File: src/rtl/ahb_write_buffer_pkg.sv
// ahb_write_buffer_pkg: AHB-Lite encodings shared by the write buffer and its bench
package ahb_write_buffer_pkg;
    localparam logic [1:0] HTRANS_IDLE   = 2'b00;
    localparam logic [1:0] HTRANS_BUSY   = 2'b01;
    localparam logic [1:0] HTRANS_NONSEQ = 2'b10;
    localparam logic [1:0] HTRANS_SEQ    = 2'b11;
    localparam logic [2:0] HBURST_SINGLE = 3'b000;
    localparam logic [2:0] HSIZE_BYTE    = 3'b000;
    localparam logic [2:0] HSIZE_HALF    = 3'b001;
    localparam logic [2:0] HSIZE_WORD    = 3'b010;
    localparam logic [2:0] HSIZE_DWORD   = 3'b011;
    function automatic int hsize_bytes(input logic [2:0] size);
        return 1 << size;
    endfunction
endpackage

File: src/rtl/ahb_write_buffer_fifo.sv
// sync_fifo: single-clock FIFO with registered occupancy level
module sync_fifo #(
    parameter int WIDTH = 8,
    parameter int DEPTH = 4
) (
    input  logic                   clk,
    input  logic                   rst_n,
    input  logic                   push,
    input  logic                   pop,
    input  logic [WIDTH-1:0]       din,
    output logic [WIDTH-1:0]       dout,
    output logic                   full,
    output logic                   empty,
    output logic [$clog2(DEPTH):0] level
);
    localparam int AW = $clog2(DEPTH);
    logic [WIDTH-1:0] mem [DEPTH];
    logic [AW-1:0]    wp, rp;
    logic             do_push, do_pop;
    assign full    = level == (AW+1)'(DEPTH);
    assign empty   = level == '0;
    assign do_push = push && !full;
    assign do_pop  = pop && !empty;
    assign dout    = mem[rp];
    always_ff @(posedge clk)
        if (do_push) mem[wp] <= din;
    always_ff @(posedge clk or negedge rst_n)
        if (!rst_n) begin
            wp    <= '0;
            rp    <= '0;
            level <= '0;
        end else begin
            wp    <= wp + AW'(do_push);
            rp    <= rp + AW'(do_pop);
            level <= level + (AW+1)'(do_push) - (AW+1)'(do_pop);
        end
endmodule

File: src/rtl/ahb_write_buffer.sv
// ahb_write_buffer: posted-write buffer between an AHB-Lite master and a slower slave
module ahb_write_buffer
    import ahb_write_buffer_pkg::*;
#(
    parameter int W_ADDR = 32,
    parameter int W_DATA = 32,
    parameter int DEPTH  = 4
) (
    input  logic              clk,
    input  logic              rst_n,
    output logic              src_hready_resp,
    input  logic              src_hready,
    output logic              src_hresp,
    input  logic [W_ADDR-1:0] src_haddr,
    input  logic              src_hwrite,
    input  logic [1:0]        src_htrans,
    input  logic [2:0]        src_hsize,
    input  logic [2:0]        src_hburst,
    input  logic [3:0]        src_hprot,
    input  logic              src_hmastlock,
    input  logic [W_DATA-1:0] src_hwdata,
    output logic [W_DATA-1:0] src_hrdata,
    input  logic              dst_hready_resp,
    output logic              dst_hready,
    input  logic              dst_hresp,
    output logic [W_ADDR-1:0] dst_haddr,
    output logic              dst_hwrite,
    output logic [1:0]        dst_htrans,
    output logic [2:0]        dst_hsize,
    output logic [2:0]        dst_hburst,
    output logic [3:0]        dst_hprot,
    output logic              dst_hmastlock,
    output logic [W_DATA-1:0] dst_hwdata,
    input  logic [W_DATA-1:0] dst_hrdata,
    output logic              posted_err
);
    localparam int W_ENT = W_ADDR + 3 + 4 + W_DATA;
    localparam int W_LVL = $clog2(DEPTH) + 1;
    typedef enum logic [1:0] {U_IDLE, U_WRITE, U_READ} u_state_t;
    typedef enum logic [1:0] {D_IDLE, D_WRITE, D_READ, D_RDONE} d_state_t;
    u_state_t          u_state;
    d_state_t          d_state;
    logic [W_ADDR-1:0] a_addr, h_addr;
    logic [2:0]        a_size, h_size;
    logic [3:0]        a_prot, h_prot;
    logic [W_DATA-1:0] h_data, wd, rd_data;
    logic [W_ENT-1:0]  head;
    logic [W_LVL-1:0]  count;
    logic              full, empty, push, pop, aphase, iss_wr, iss_rd;
    logic              unused_ok;
    assign aphase = src_hready && src_htrans[1];
    assign push   = u_state == U_WRITE && src_hready && src_hready_resp;
    assign pop    = d_state == D_WRITE && dst_hready_resp;
    assign iss_wr = d_state == D_IDLE && !empty;
    assign iss_rd = d_state == D_IDLE && empty && u_state == U_READ;
    assign {h_addr, h_size, h_prot, h_data} = head;
    assign unused_ok = ^{src_hburst, src_hmastlock, src_htrans[0], full};
    sync_fifo #(.WIDTH(W_ENT), .DEPTH(DEPTH)) u_fifo (
        .clk   (clk),
        .rst_n (rst_n),
        .push  (push),
        .pop   (pop),
        .din   ({a_addr, a_size, a_prot, src_hwdata}),
        .dout  (head),
        .full  (full),
        .empty (empty),
        .level (count)
    );
    // Address phase is presented straight from the FIFO head so a posted write reaches the slave one cycle after push
    always_comb begin
        dst_htrans      = iss_wr || iss_rd ? HTRANS_NONSEQ : HTRANS_IDLE;
        dst_hwrite      = iss_wr;
        dst_haddr       = iss_wr ? h_addr : iss_rd ? a_addr : '0;
        dst_hsize       = iss_wr ? h_size : iss_rd ? a_size : '0;
        dst_hprot       = iss_wr ? h_prot : iss_rd ? a_prot : '0;
        src_hready_resp = u_state == U_WRITE ? count < W_LVL'(DEPTH) :
                          u_state == U_READ  ? d_state == D_RDONE : 1'b1;
    end
    assign dst_hburst    = HBURST_SINGLE;
    assign dst_hmastlock = 1'b0;
    assign dst_hready    = dst_hready_resp;
    assign dst_hwdata    = wd;
    assign src_hrdata    = rd_data;
    assign src_hresp     = 1'b0;
    always_ff @(posedge clk or negedge rst_n)
        if (!rst_n) begin
            u_state <= U_IDLE;
            a_addr  <= '0;
            a_size  <= '0;
            a_prot  <= '0;
        end else if (src_hready) begin
            u_state <= !aphase ? U_IDLE : src_hwrite ? U_WRITE : U_READ;
            if (aphase) begin
                a_addr <= src_haddr;
                a_size <= src_hsize;
                a_prot <= src_hprot;
            end
        end
    always_ff @(posedge clk or negedge rst_n)
        if (!rst_n) begin
            d_state    <= D_IDLE;
            wd         <= '0;
            rd_data    <= '0;
            posted_err <= 1'b0;
        end else begin
            posted_err <= pop && dst_hresp;
            case (d_state)
                D_IDLE:
                    if (dst_hready_resp && iss_wr) begin
                        d_state <= D_WRITE;
                        wd      <= h_data;
                    end else if (dst_hready_resp && iss_rd) d_state <= D_READ;
                D_WRITE: if (dst_hready_resp) d_state <= D_IDLE;
                D_READ:
                    if (dst_hready_resp) begin
                        rd_data <= dst_hrdata;
                        d_state <= D_RDONE;
                    end
                default: d_state <= D_IDLE;
            endcase
        end
endmodule

File: config.mk
export PLATFORM = sky130hd
export DESIGN_NAME = ahb_write_buffer
export DESIGN_NICKNAME = d
export VERILOG_FILES = /design/src/rtl/ahb_write_buffer_pkg.sv /design/src/rtl/ahb_write_buffer_fifo.sv /design/src/rtl/ahb_write_buffer.sv
export SDC_FILE = /design/constraint.sdc
export NUM_CORES = 1
export LEC_CHECK = 0
export ABC_AREA = 1
export BUFFER_PORTS_ARGS = -buffer_cell sky130_fd_sc_hd__buf_2
export CAP_MARGIN = 30
export CORE_MARGIN = 4
export CORE_UTILIZATION = 53
export CTS_BUF_LIST = sky130_fd_sc_hd__clkbuf_4 sky130_fd_sc_hd__clkbuf_8
export CTS_CLUSTER_SIZE = 24
export DETAILED_ROUTE_END_ITERATION = 8
export PLACE_DENSITY = 0.8
export SLEW_MARGIN = 10
export SYNTH_ARGS = -nofsm -noshare
export SYNTH_HDL_FRONTEND = slang
export SYNTH_HIERARCHICAL = 1
export SYNTH_SLANG_ARGS = --single-unit
File: constraint.sdc
create_clock -name clk -period 4.3 [get_ports clk]
set_input_delay 0.215 -clock clk [delete_from_list [all_inputs] [get_ports clk]]
set_output_delay 0.215 -clock clk [all_outputs]
set_load 0.02 [all_outputs]
After elaboration in Yosys (flattened, before gate mapping)
Memory sizes are Yosys's and may differ from the RTL's.
Index checks and enable logic that the tools add are counted.
{"block": "word_totals", "ram_bits": 284, "inputBits": 115, "output_inout_bits": 114, "word_cells": 65, "memories": 1, "register_bits": 115}
{"memory": "u_fifo.mem", "depth": 4, "width": 71, "rd": 1, "rd_clocked_by_memory_dff": 0, "write_ports": 1, "line_no": "ahb_write_buffer_fifo.sv:17", "rtl": "logic [WIDTH-1:0] mem [DEPTH];"}
{"block": "op_classes", "n_mux": 18, "add_sub_neg": 4, "eq_ne": 9, "reduce_logical": 21, "magnitude_cmp": 1}
{"cell": "32-bit two-way mux", "n": 2}
{"cell": "2-bit two-way mux", "n": 7}
{"cell": "1-bit logical AND", "n": 12}
{"cell": "4-bit two-way mux", "n": 2}
{"cell": "2-bit equality test (second input constant)", "n": 3}
{"cell": "3-bit two-way mux", "n": 2}
{"cell": "2-bit case mux with 3 select lines", "n": 1}
{"cell": "2-bit AND reduction", "n": 3}
{"cell": "2-bit by 1-bit adder with 2-bit output", "n": 2}
{"cell": "2-bit by 1-bit equality test with 1-bit output (second input constant)", "n": 2}
{"cell": "1-bit two-way mux", "n": 4}
{"cell": "2-bit != test (second input constant)", "n": 2}
{"cell": "3-bit by 1-bit adder with 3-bit output", "n": 1}
{"cell": "3-bit equality test (second input constant)", "n": 1}
{"cell": "3-bit logical NOT", "n": 1}
{"cell": "3-bit less-than comparator (second input constant)", "n": 1}
{"cell": "3-bit by 1-bit != test with 1-bit output (second input constant)", "n": 1}
{"cell": "3-bit AND reduction", "n": 1}
{"cell": "3-bit by 1-bit subtractor with 3-bit output", "n": 1}
{"cell": "1-bit logical NOT", "n": 2}
{"cell": "2-bit logical NOT", "n": 1}
{"cell": "1-bit logical OR", "n": 1}

Depth between registers and ports, before layout
Gate-level depths: netlist (run 1).
{"block": "depth", "depth_word": 7, "mapped_depth": 9, "mapped_depth_nobuf": 9}

Modules after synthesis
The synthesis (run 1) kept the hierarchy.
{"mod": "sync_fifo", "cells_each": 803, "area_each_um2": 11165.7, "seq_area_each_um2": 8703.3, "n_inst": 1}
{"mod": "ahb_write_buffer", "cells_each": 531, "area_each_um2": 4822.1, "seq_area_each_um2": 2702.6, "n_inst": 1}

Worst setup path before layout (run 1)
OpenSTA, ideal clock, no wires.
{"block": "synth_path", "path_kind": "reg-to-reg", "start": "reg u_fifo.level[2]", "end": "mem u_fifo/mem[0][0] (netlist bit) (enable)", "arrival_ns": 3.650, "required_ns": 3.800, "setup_ns": 0.500, "path_stages_with_launch": 6, "slack_ns": 0.150, "path_buffers": 0, "path_cell_list": "dfrtp_1 inv_1 nand4_1 inv_1 o21ai_2 nor2_1"}
{"block": "synth_via", "elab_chain_cells": 6, "word_cells_on_any_way": 8, "classes_between": "order compare (1); eq/ne (1); mux (3); reduce/logical (3)"}
{"item": "start: declaration", "line_no": "ahb_write_buffer_fifo.sv:14", "rtl": "output logic [$clog2(DEPTH):0] level"}
{"item": "start signal: assignment", "line_no": "ahb_write_buffer_fifo.sv:35", "rtl": "level <= level + (AW+1)'(do_push) - (AW+1)'(do_pop);"}
{"item": "3-bit less-than comparator", "line_no": "ahb_write_buffer.sv:76", "rtl": "src_hready_resp = u_state == U_WRITE ? count < W_LVL'(DEPTH) :"}
{"item": "1-bit two-way mux", "line_no": "ahb_write_buffer.sv:76"}
{"item": "1-bit logical AND", "line_no": "ahb_write_buffer.sv:52", "rtl": "assign push = u_state == U_WRITE && src_hready && src_hready_resp;"}
{"item": "net push", "line_no": "ahb_write_buffer.sv:49", "rtl": "logic full, empty, push, pop, aphase, iss_wr, iss_rd;"}
{"item": "1-bit logical AND", "line_no": "ahb_write_buffer_fifo.sv:22", "rtl": "assign do_push = push && !full;"}
{"item": "1-bit two-way mux", "line_no": "ahb_write_buffer_fifo.sv:26", "rtl": "if (do_push) mem[wp] <= din;"}
{"item": "1-bit two-way mux (not written as such)", "line_no": "ahb_write_buffer_fifo.sv:26"}
{"item": "end: declaration", "line_no": "ahb_write_buffer_fifo.sv:17"}
The timed path passes the listed nets, and every way through them passes these cells.

Worst setup path in the final report (run 1)
{"block": "layout_path", "start": "reg u_fifo.rp[0]", "end": "out dst_haddr[21]"}
{"block": "layout_via", "elab_chain_cells": 2}
{"item": "start: declaration", "line_no": "ahb_write_buffer_fifo.sv:18", "rtl": "logic [AW-1:0] wp, rp;"}
{"item": "start signal: assignment", "line_no": "ahb_write_buffer_fifo.sv:34", "rtl": "rp <= rp + AW'(do_pop);"}
{"item": "memory 4 x 71 bit"}
{"item": "net head[60]", "line_no": "ahb_write_buffer.sv:47", "rtl": "logic [W_ENT-1:0] head;"}
{"item": "32-bit two-way mux", "line_no": "ahb_write_buffer.sv:73", "rtl": "dst_haddr = iss_wr ? h_addr : iss_rd ? a_addr : '0;"}
{"item": "end: declaration", "line_no": "ahb_write_buffer.sv:26", "rtl": "output logic [W_ADDR-1:0] dst_haddr,"}
The timed path passes the listed nets, and every way through them passes these cells.

==> run metrics, run 1 <==
Worst-Margin Slew 0.968 ns; PD cells 637 nW/um^2; min Tclk post-route 3.16 ns; cell mode on critical path nand2_1; Avg Vias per Cell 5.28; worst-path fanout max 102; Max clock buf depth 3; synthesized area 16000 sq um; DRT Pass-1 Iters 5; global-route wire length before repair 60.6 mm; Total GRT Usage 22.9%; CORE AREA 29700 sq um; YS warnings 6; delay-heaviest family, CP buffers and inverters; Worst setup EP type output port; Max transition margin 35.3%; final hold vios 0; worst hold margin 0.224 ns; GRT overflow 0; total die area 33000 sq um; outcome completed; CP Data Required Time 4.09 ns; Worst EP arrival 2.94 ns; CP cell instances inv_4 > o21ai_0 > o21ai_1 > nand2_1 > nand2_1 > buf_2; maximum clock rate 0.317 GHz; FF-to-FF setup slack 1.61 ns; Initial Util 53.8%; period utilization 73.5%; Leak 8.22 nW; Clk Latency, worst-skew pair 0.61 ns; Max VDD drop 0.541 mV; Max Cap Viol 0; Crit-path slowest cell inv_4; initial antenna violation count 2; number of global-route vias before repair 11600; CTS tree done; clock sink total 399; Routed Antenna Nets 0; H-tree depth 2; Critical Path Stages 6; Clock transition at path regs 0.06 ns; Num CTS Buffers 60; Routed WL 38.3 mm; Core Util, Final 66.6%; Layout Skew 0.0393 ns; DR WL/cell 18.2 microns; Post-Place Worst Slack 1.69 ns; Ports 229; Residual DRC 0; die height 182 microns; hpwl dp 20.2 mm; cells after synthesis 1333; Layout area overhead 23.8%; Setup Viol. Count Final 0; RSZ-0062 raised after global routing false; Setup crit start kind register; row cnt 63; share of cells above drive strength 1 23.5%; GPL Wtd Cong 0.746; largest net degree at the start of global routing 103; fin nets 1783; Avg Inst Size Synth 12.0 sq um; R2R Path End dst_hwdata[26]; Via Count 11100; Sum Neg Setup Slack 0 ns; HP Class in2async; Reg2Reg Depth 6; critical path class reg2out; PnR worst setup slack 1.14 ns; crit-path max cell delay 0.76 ns; Slew Viols, Final 0; clk root buf clkbuf_8; Fillers 2082; DR iter-0 viols 962; PortBufs 217; post-CTS resize count 0; worst r2r src u_fifo/rp[0]; Die X 182 microns; worst path bufs/invs 2
## worst max path at each step
stage | startpoint | end | slack, ns
floorplan | u_fifo/level[2] | u_fifo/mem[0][0] | 0.15
global placement | u_fifo/rp[0] | dst_hwdata[5] | 1.75
detailed placement | u_fifo/rp[0] | dst_hwdata[5] | 1.69
CTS | u_fifo/rp[0] | dst_haddr[21] | 1.12
global route | u_fifo/rp[0] | dst_haddr[21] | 0.91
finish | u_fifo/rp[0] | dst_haddr[21] | 1.14
## what timing repair did
action / 4_1_cts / 5_1_grt
endpoints found under the hold margin: 244 / 0
setup buffers: 0 / 0
hold buffers: 110 / 0
setup endpoints to repair: 0 / 0
## flip-flops by register name, summed over array words and instances (netlist names)
register / count
u_state: 2
src_hrdata: 32
posted_err: 1
dst_hwdata: 32
a_prot: 4
u_fifo/level: 3
d_state: 2
u_fifo/rp: 2
a_size: 3
a_addr: 32
u_fifo/mem: 284
u_fifo/wp: 2
## cell type report
type,instances,area [sq um],share of cell area [%]
antenna,2,5.00,0.0253
clock buffer,96,1200,6.08
clock inverter,17,218,1.10
inverter,49,189,0.955
multi-input combinational,808,3830,19.3
sequential,399,11400,57.7
tap,390,488,2.47
timing repair buffer,347,2450,12.4
## metal layers
metal  up-vias  global-route usage [%]  routed length [microns]
met1      5381                    28.2                    15300
met2       468                    40.4                    19300
li1       5229                       -                        -
met3        62                    5.47                     2950
met4         0                    6.57                      795
met5         -                       0                        0
## metrics by stage
| stage | instances | cell area [sq um] | total power, mW |
|---|---|---|---|
| after floorplan | 1338 | 16000 | 7.91 |
| after global placement | 1879 | 17200 | 8.82 |
| final | 2108 | 19800 | 12.6 |
| after detailed placement | 1882 | 17200 | 8.97 |
| after global routing | 2108 | 19800 | 13.3 |
| after CTS | 2105 | 19800 | 12.6 |
## power by group
part	total [mW]	leakage, nW	internal (mW)	switching (mW)
Combinational	4.05	3.51	1.29	2.76
Clock	3.52	0.749	2.08	1.44
Sequential	5.04	3.96	4.64	0.394
Total	12.6	8.22	8.00	4.59
## worst register-to-register path: cells and delay by family, from the launching register on
family | cells | cell delay [ns]
AO/OA/AOI/OAI | 2 | 0.36
flip-flops | 1 | 0.71
buffers and inverters | 2 | 1.34
AND/OR/NAND/NOR | 2 | 0.21
## layout by cell type (no fill, tap or decap), drive strengths merged
| cell | n |
|---|---|
| ha | 2 |
| o22ai | 1 |
| clkbuf | 96 |
| bufinv | 5 |
| and2 | 1 |
| xor2 | 1 |
| inv | 50 |
| nand4 | 2 |
| dfrtp | 115 |
| o31ai | 1 |
| dlygate4sd3 | 110 |
| nor2 | 221 |
| a21boi | 2 |
| a21oi | 1 |
| nand3 | 40 |
| diode | 2 |
| edfxtp | 284 |
| nor3 | 2 |
| clkinvlp | 2 |
| fa | 1 |
| nand2 | 237 |
| conb | 6 |
| o21ai | 249 |
| xnor2 | 1 |
| clkinv | 9 |
| o211ai | 1 |
| mux2 | 39 |
| buf | 237 |
Power figures use the tool's default switching activity.
==> inputs of run 2 (changes only) <==
Settings changed: CORE_UTILIZATION 53 to 55, PLACE_DENSITY 0.8 to 0.79.
Clock period 4.3 ns to 3 ns, I/O delays scaled along.
==> run metrics, run 2 (synthesis gave the netlist of run 1 again) <==
outcome completed; Routed WL 37.1 mm (-3.1%); HP Class in2async; PnR worst setup slack 0.251 ns (-0.890 ns); PD cells 900 nW/um^2 (+41%); GPL Wtd Cong 0.745 (-0.12%); number of global-route vias before repair 11400 (-1.0%); Total Power 17.8 mW (+41%); global-route wire length before repair 59.1 mm (-2.5%); GRT overflow 0 (unchanged); clk root buf clkbuf_8; FF-to-FF setup slack 0.82 ns (-0.79 ns); cell mode on critical path nand2_1; Max clock buf depth 3 (unchanged); hpwl dp 20.2 mm (+0.24%); Setup crit start u_fifo/level[0]; period utilization 91.6%; Setup crit start kind register; min Tclk post-route 2.75 ns; Max Cap Viol 0 (unchanged); total die area 31900 sq um (-3.5%); crit-path max cell delay 0.42 ns (-0.34 ns); Setup Viol. Count Final 0 (unchanged); R2R Path End u_fifo/level[1]; RSZ-0062 raised after global routing false; final instance area 19800 sq um (about the same); Final Non-Filler Cells 2114 (+0.28%); fin nets 1793 (+0.56%); commonest non-fill, non-tap cell in the layout edfxtp_1; CTS tree done; Placed Instances 1882 (unchanged); share of cells above drive strength 1 23.7% (+0.20 points); clock sink total 399 (unchanged); DRT Pass-1 Iters 5 (unchanged); H-tree depth 2 (unchanged); Max VDD drop 0.696 mV (+29%); Via Count 11200 (+0.39%); CP Data Required Time 2.85 ns (-1.24 ns); worst path bufs/invs 4 (+2); CP cell instances nor2_1 > nand2_1 > inv_1 > nand3_1 > inv_4 > buf_4 > nand2_1 > nand2_1 > buf_2; Ports 229 (unchanged); Routed Antenna Nets 0 (unchanged); critical path class reg2out; Setup crit end dst_haddr[25]; Max transition margin 41.4% (+6.0 points); Reg with most FFs u_fifo/mem; worst r2r src d_state[0]; worst hold margin 0.207 ns (-0.0162 ns); Total GRT Usage 23.4% (+0.52 points); Reg2Reg Depth 8 (+2); DR WL/cell 17.6 microns (-3.4%); Avg Vias per Cell 5.29 (+0.11%); Clk Latency, worst-skew pair 0.59 ns (-0.02 ns); initial antenna violation count 2 (unchanged); Crit-path slowest cell dfrtp_1; Die X 178 microns (-1.8%); delay-heaviest family, CP buffers and inverters; Critical Path Stages 9 (+3); Post-CTS Setup Inserts 0 (unchanged); Post-Place Worst Slack 0.711 ns (-0.980 ns); Core Util, Final 68.9% (+2.3 points); largest net degree at the start of global routing 146 (+42%); Sum Neg Setup Slack 0 ns (unchanged); most frequent cells in the layout 284 x edfxtp_1, 235 x nand2_1, 216 x buf_2; Residual DRC 0 (unchanged); final hold vios 0 (unchanged); Worst setup EP type output port; worst-path fanout max 24 (-76%); Layout Skew 0.0193 ns (-0.0200 ns); Leak 8.23 nW (about the same); Slew Viols, Final 0 (unchanged); DR iter-0 viols 825 (-14%); Worst EP arrival 2.60 ns (-0.34 ns); area post-placement 17300 sq um (+0.23%); maximum clock rate 0.364 GHz; PortBufs 217 (unchanged); Largest register FFs 284 (unchanged); Clock transition at path regs 0.06 ns (about the same); Num CTS Buffers 61 (+1.7%); row cnt 62 (-1.6%); CORE AREA 28700 sq um (-3.4%); die height 178 microns (-1.8%); Layout area overhead 23.7% (about the same); Worst-Margin Slew 0.879 ns (-0.0883 ns); Initial Util 55.7% (+1.9 points)
## run 2: cell count changes in the layout (fill, tap and decap cells not counted), moves of 3 or more
cell           delta
bufinv_16         -3
clkinv_2          +7
clkbuf_4          -3
buf_16            -3
buf_4             +4
dlygate4sd3_1     +4
buf_12            +3
## run 2: worst min path at each step
| stage | startpoint | slack, ns | endpoint | cells after the start |
|---|---|---|---|---|
| CTS | rst_n | 0.22 | dst_hwdata[9] | 2 |
| finish | rst_n | 0.21 | dst_hwdata[9] | 2 |
| detailed placement | rst_n | 0.29 | dst_hwdata[7] | 1 |
| global placement | rst_n | 0.28 | dst_hwdata[7] | 1 |
| floorplan | rst_n | -0.15 | a_addr[0] | 0 |
| global route | rst_n | 0.25 | dst_hwdata[7] | 2 |
## run 2: layout make-up
cell class,instances,area (sq um)
diodes,3,7.51
multi-input cells,808,3830
fillers,1945,8930
flip-flops and latches,399,11400
clock buffers,94,1190
inverters,49,191
clock inverters,21,158
repair buffers,356,2510
well taps,384,480
## run 2: layer usage
layer,up-vias,global-route usage [%],routed length (microns)
li1,5264,-,-
met1,5374,29.8,14800
met2,483,40.2,18400
met3,63,5.72,3090
met4,0,6.52,756
met5,-,0,0
## run 2: report_power, final
group | switching [mW] | internal, mW
combinational | 4.02 | 1.89
sequential | 0.452 | 6.65
clock | 2.07 | 2.71
## run 2: worst register-to-register path, cell delays in order, from the launching register on
cell	delay, ns
dfrtp_1	0.41
inv_1	0.14
nor3_1	0.19
buf_4	0.18
a21boi_0	0.28
nand2_1	0.15
nand2_1	0.12
ha_1	0.17
fa_1	0.42
## run 2: what timing repair did
item | 4_1_cts | 5_1_grt
gates resized for setup | 0 | 2
endpoints found under the setup margin | 0 | 17
hold endpoints to repair | 284 | 0
hold buffers | 114 | 0
